$ cat src/rtl/bram_stream_reader.sv
// Burst read engine: walks a synchronous single-port BRAM from a base address and
// presents the words as a valid/ready stream, buffered two deep to hide the read latency.
module bram_stream_reader #(
  parameter int ADDR_WIDTH = 13,
  parameter int DATA_WIDTH = 32
) (
  input  logic                  clk,
  input  logic                  rst_n,
  input  logic                  start,
  input  logic [ADDR_WIDTH-1:0] base_addr,
  input  logic [ADDR_WIDTH:0]   length,
  output logic                  busy,
  output logic                  done,
  output logic                  mem_we,
  output logic [ADDR_WIDTH-1:0] mem_addr,
  output logic [DATA_WIDTH-1:0] mem_din,
  input  logic [DATA_WIDTH-1:0] mem_dout,
  output logic                  m_valid,
  input  logic                  m_ready,
  output logic [DATA_WIDTH-1:0] m_data,
  output logic                  m_last,
  output logic [1:0]            dbg_state
);

  typedef enum logic [1:0] {
    S_IDLE  = 2'd0,
    S_RUN   = 2'd1,
    S_DRAIN = 2'd2,
    S_FIN   = 2'd3
  } state_t;

  localparam logic [ADDR_WIDTH:0] CNT_ONE = 1;

  state_t                r_state;
  state_t                w_state_next;
  logic [ADDR_WIDTH-1:0] r_base;
  logic [ADDR_WIDTH-1:0] r_mem_addr;
  logic [ADDR_WIDTH:0]   r_length;
  logic [ADDR_WIDTH:0]   r_issued;
  logic                  r_inflight;
  logic                  r_inflight_last;
  logic [DATA_WIDTH-1:0] r_buf [2];
  logic [1:0]            r_buf_last;
  logic                  r_rd_ptr;
  logic                  r_wr_ptr;
  logic [1:0]            r_count;
  logic                  w_pop;
  logic                  w_push;
  logic                  w_issue;
  logic [2:0]            w_occ;

  // Stream handshake: a word moves on a clk edge where m_valid and m_ready are both high;
  // while m_valid is high and m_ready low, m_data and m_last are held unchanged.
  assign w_pop  = (r_count != 2'd0) && m_ready;
  assign w_push = r_inflight;
  // Occupancy after this edge's pop: a pop frees a slot in time for a read issued now.
  assign w_occ  = {1'b0, r_count} + {2'b00, r_inflight} - {2'b00, w_pop};
  assign w_issue = (r_state == S_RUN) && (r_issued < r_length) && (w_occ < 3'd2);

  always_comb begin
    w_state_next = r_state;
    case (r_state)
      S_IDLE:  if (start) w_state_next = (length == '0) ? S_FIN : S_RUN;
      S_RUN:   if (r_issued == r_length) w_state_next = S_DRAIN;
      S_DRAIN: if (!r_inflight && ((r_count == 2'd0) || (r_count == 2'd1 && w_pop)))
                 w_state_next = S_FIN;
      S_FIN:   w_state_next = S_IDLE;
      default: w_state_next = S_IDLE;
    endcase
  end

  always_ff @(posedge clk) begin
    if (!rst_n) begin
      r_state         <= S_IDLE;
      r_base          <= '0;
      r_length        <= '0;
      r_issued        <= '0;
      r_mem_addr      <= '0;
      r_inflight      <= 1'b0;
      r_inflight_last <= 1'b0;
      r_buf[0]        <= '0;
      r_buf[1]        <= '0;
      r_buf_last      <= 2'b00;
      r_rd_ptr        <= 1'b0;
      r_wr_ptr        <= 1'b0;
      r_count         <= 2'd0;
    end else begin
      r_state <= w_state_next;
      if (r_state == S_IDLE && start) begin
        r_base   <= base_addr;
        r_length <= length;
        r_issued <= '0;
      end
      // Address arithmetic truncates to ADDR_WIDTH, so bursts wrap from the top to 0.
      if (w_issue) begin
        r_mem_addr      <= r_base + r_issued[ADDR_WIDTH-1:0];
        r_issued        <= r_issued + CNT_ONE;
        r_inflight_last <= ((r_issued + CNT_ONE) == r_length);
      end
      r_inflight <= w_issue;
      if (w_push) begin
        r_buf[r_wr_ptr]      <= mem_dout;
        r_buf_last[r_wr_ptr] <= r_inflight_last;
        r_wr_ptr             <= ~r_wr_ptr;
      end
      if (w_pop) r_rd_ptr <= ~r_rd_ptr;
      case ({w_push, w_pop})
        2'b10:   r_count <= r_count + 2'd1;
        2'b01:   r_count <= r_count - 2'd1;
        default: r_count <= r_count;
      endcase
    end
  end

  assign m_valid   = (r_count != 2'd0);
  assign m_data    = r_buf[r_rd_ptr];
  assign m_last    = m_valid & r_buf_last[r_rd_ptr];
  assign busy      = (r_state == S_RUN) || (r_state == S_DRAIN);
  assign done      = (r_state == S_FIN);
  assign mem_we    = 1'b0;
  assign mem_din   = '0;
  assign mem_addr  = r_mem_addr;
  assign dbg_state = r_state;

endmodule

$ cat config.mk
export PLATFORM = sky130hd
export DESIGN_NAME = bram_stream_reader
export DESIGN_NICKNAME = d
export VERILOG_FILES = /design/src/rtl/bram_stream_reader.sv
export SDC_FILE = /design/constraint.sdc
export NUM_CORES = 1
export LEC_CHECK = 0
export BUFFER_PORTS_ARGS = -buffer_cell sky130_fd_sc_hd__buf_2
export CORE_MARGIN = 4
export CORE_UTILIZATION = 60
export DETAILED_ROUTE_END_ITERATION = 10
export PLACE_DENSITY = 0.83
export SETUP_SLACK_MARGIN = 0.2
export SYNTH_ARGS = -nofsm -noshare
export SYNTH_HDL_FRONTEND = slang
export SYNTH_SLANG_ARGS = --single-unit
$ cat constraint.sdc
create_clock -name clk -period 6.4 [get_ports clk]
set_input_delay 0.64 -clock clk [delete_from_list [all_inputs] [get_ports clk]]
set_output_delay 0.64 -clock clk [all_outputs]
set_load 0.05 [all_outputs]
==> results.ini <==
[power]
clkPwrFrac_pct=28.6
power.switching_mw=1.286
p_int_mw=1.870
switching_share_pct=40.74
power.leakage_nw=3.497
combPwrFrac_pct=37.1
seqPwrFrac_pct=34.3
ir_drop_uv=319.1
powerDensity_mw_per_mm2=390.0

[detailed_routing]
viasPerCell=5.714
drt_iter0_drc=513
wl_microns=15860
wl_per_cell_microns=16.36
vias=5537
ant_nets=0
dr.pass1.iters=7
drc=0

[sta]
slew_headroom_pct=29.99
skew_ns=0.01166
setup_tns_ns=0
fmax_mhz=286.5
hold_viol_final=0
worst_pin_slew_ns=1.050
min_period_ns=3.490
rsz0062_at_grt=false
setup_viol=0
slew_viol_final=0
min_period_over_period_pct=54.53

[die]
num_rows=39
core_sq_mm=0.01147
ios=147
dieArea_sq_mm=0.01355
initial_utilization_pct=61.49
fp.dieH_microns=116.4
die_x_microns=116.4

[worst_setup_path]
start_kind=flop
crit_fanout=29
worstPathRequired_ns=6.73
critPathArrivalTime_ns=3.82
end_kind=flop
path_class=flop to flop

[cells_and_area]
stdcell_count=969
final_common_cell=buf_2
drive_gt1_share_pct=21.43
nFillCells=826
nets=912
area_growth_pct=14.76
antennaDiodeCount=0
final_cell_mix=buf_2 (113), nand2_1 (92), and2_1 (66), dfxtp_1 (65), edfxtp_1 (64)
utilization_pct=70.57

[clock_network]
cts_resized=0
cts_buffer_depth=2
tritoncts=yes
clk_pin_slew_ns=0.06
post_cts_buffers=0
cts.sinks=129
numCtsBuffers=17
clk_latency_ns=0.42
cts_max_level=4
root_buffer=clkbuf_16
holdBufCountCts=0

[global_routing]
grt_usage_pct=24.15
antenna_found_initial=0
grt_max_degree=42
gr-total-overflow=0
grt_pass1_wl_microns=25430
grt_pass1_vias=5330

[placed_design]
dp_cells=937
dp_hpwl_microns=11060
io_buffers=113
gp_congestion=0.9315

[logic_synthesis]
yosys.area.top_type=edfxtp_1
yosysTopAreaCellShare_pct=27.25
ys_warn_count=0
seq_area_frac_synth_pct=45.71
synthTopCellsByArea=edfxtp_1 (27%), dfxtp_1 (18%), ha_1 (6.0%), and2_1 (5.9%), nand2_1 (4.9%)
synth.cell_area_sq_mm=0.007052
synth_edf_count=64
ys_seq_elements=129
async_reset_ff_share_pct=0
synthFlopType=dfxtp_1
synthCells=714
syn_area_per_cell_sq_um=9.876
synth_cell_types=68

[worst_hold_path]
hold_class=flop to flop

[job]
drv_cap=0

[outcome]
status=finished, final reports clean

==> logic make-up after synthesis <==
logic type                 share of synthesized area, %
adders and majority gates                         6.600
muxes                                             5.554
DFF                                               45.71
xor gates and xnor gates                          3.478
and+or+nand+nor                                   19.57
other                                           0.05318
AOI/OAI and AO/OA                                 11.48
buffers and inverters                             7.558
==> through the flow <==
stage                     total power, mW  setup slack, ns  hold slack (ns)  area [sq um]
after floorplan                     2.026            3.573           0.4406          7172
final                               3.156            2.910           0.4552          8093
after CTS                           3.167            2.931           0.4458          8093
after global routing                3.311            2.638           0.4541          8093
after detailed placement            2.266            2.938           0.4469          7533
after global placement              2.223            3.095           0.4404          7533
==> synthesized netlist by cell type (4+ instances only) <==
cell type and number:
clkbuf_1 18, mux2_1 21, dfxtp_1 65, nor2b_1 4, nand4_1 10, nor4_1 7
o21ai_0 6, ha_1 34, a311oi_1 5, nand3_1 27, mux2_2 12, edfxtp_1 64
buf_4 42, and2_1 66, o21ai_1 6, xnor2_1 21, nand2b_1 8, xor2_1 7
nor3_1 8, a21o_1 11, buf_2 5, o211ai_1 4, buf_1 6, inv_1 25
a31oi_1 8, nor2_1 21, or3_1 6, a21oi_1 54, nand2_1 92
==> worst max-delay path, stage by stage (launching register included) <==
cell,delay [ns]
dfxtp_1,0.42
inv_1,0.10
ha_1,0.23
nor2b_1,0.31
xnor2_1,0.19
nand2_1,0.11
fa_1,0.40
xor2_1,0.17
nor3_1,0.07
o21ai_1,0.13
a21o_1,0.76
nand2_1,0.22
a311oi_1,0.29
==> flip-flops by register name, indices dropped and copies added (netlist names), named ones only <==
register	cells
dbg_state	2
mem_addr	13
r_base	13
r_buf	64
r_buf_last	2
r_count	2
r_inflight	1
r_inflight_last	1
r_issued	14
r_length	14
r_rd_ptr	1
r_wr_ptr	1
==> power groups by stage <==
stage / sequential, mW / combinational, mW / clock [mW]
after CTS: 1.08 / 1.17 / 0.911
after global placement: 1.09 / 1.14 / 0
after floorplan: 1.13 / 0.898 / 0
after detailed placement: 1.10 / 1.17 / 0
final: 1.08 / 1.17 / 0.903
after global routing: 1.10 / 1.26 / 0.949
==> metal layers <==
metal | wire (microns) | global-route usage, %
met5 | 0 | 0
met4 | 363 | 9.281
met3 | 1334 | 6.269
met2 | 7630 | 40.27
met1 | 6529 | 30.17
==> worst paths after layout <==
| path | cells past startpoint | startpoint | to | slack, ns |
|---|---|---|---|---|
| worst min register to register | 2 | mem_addr[10] | mem_addr[10] | 0.46 |
| worst max-delay path | 12 | r_count[1] | r_issued[11] | 2.91 |
| worst max register to register | 12 | r_count[1] | r_issued[11] | 2.91 |
| worst min-delay path | 2 | mem_addr[10] | mem_addr[10] | 0.46 |
==> cell type report <==
| class | instances | area (sq um) | area share [%] |
|---|---|---|---|
| multi-input combinational | 519 | 3416 | 42.21 |
| sequential | 129 | 3223 | 39.83 |
| timing repair buffer | 120 | 618.1 | 7.638 |
| clock buffer | 19 | 442.9 | 5.473 |
| tap | 143 | 178.9 | 2.211 |
| clock inverter | 13 | 116.4 | 1.438 |
| inverter | 26 | 97.59 | 1.206 |
Power figures use the tool's default switching activity.
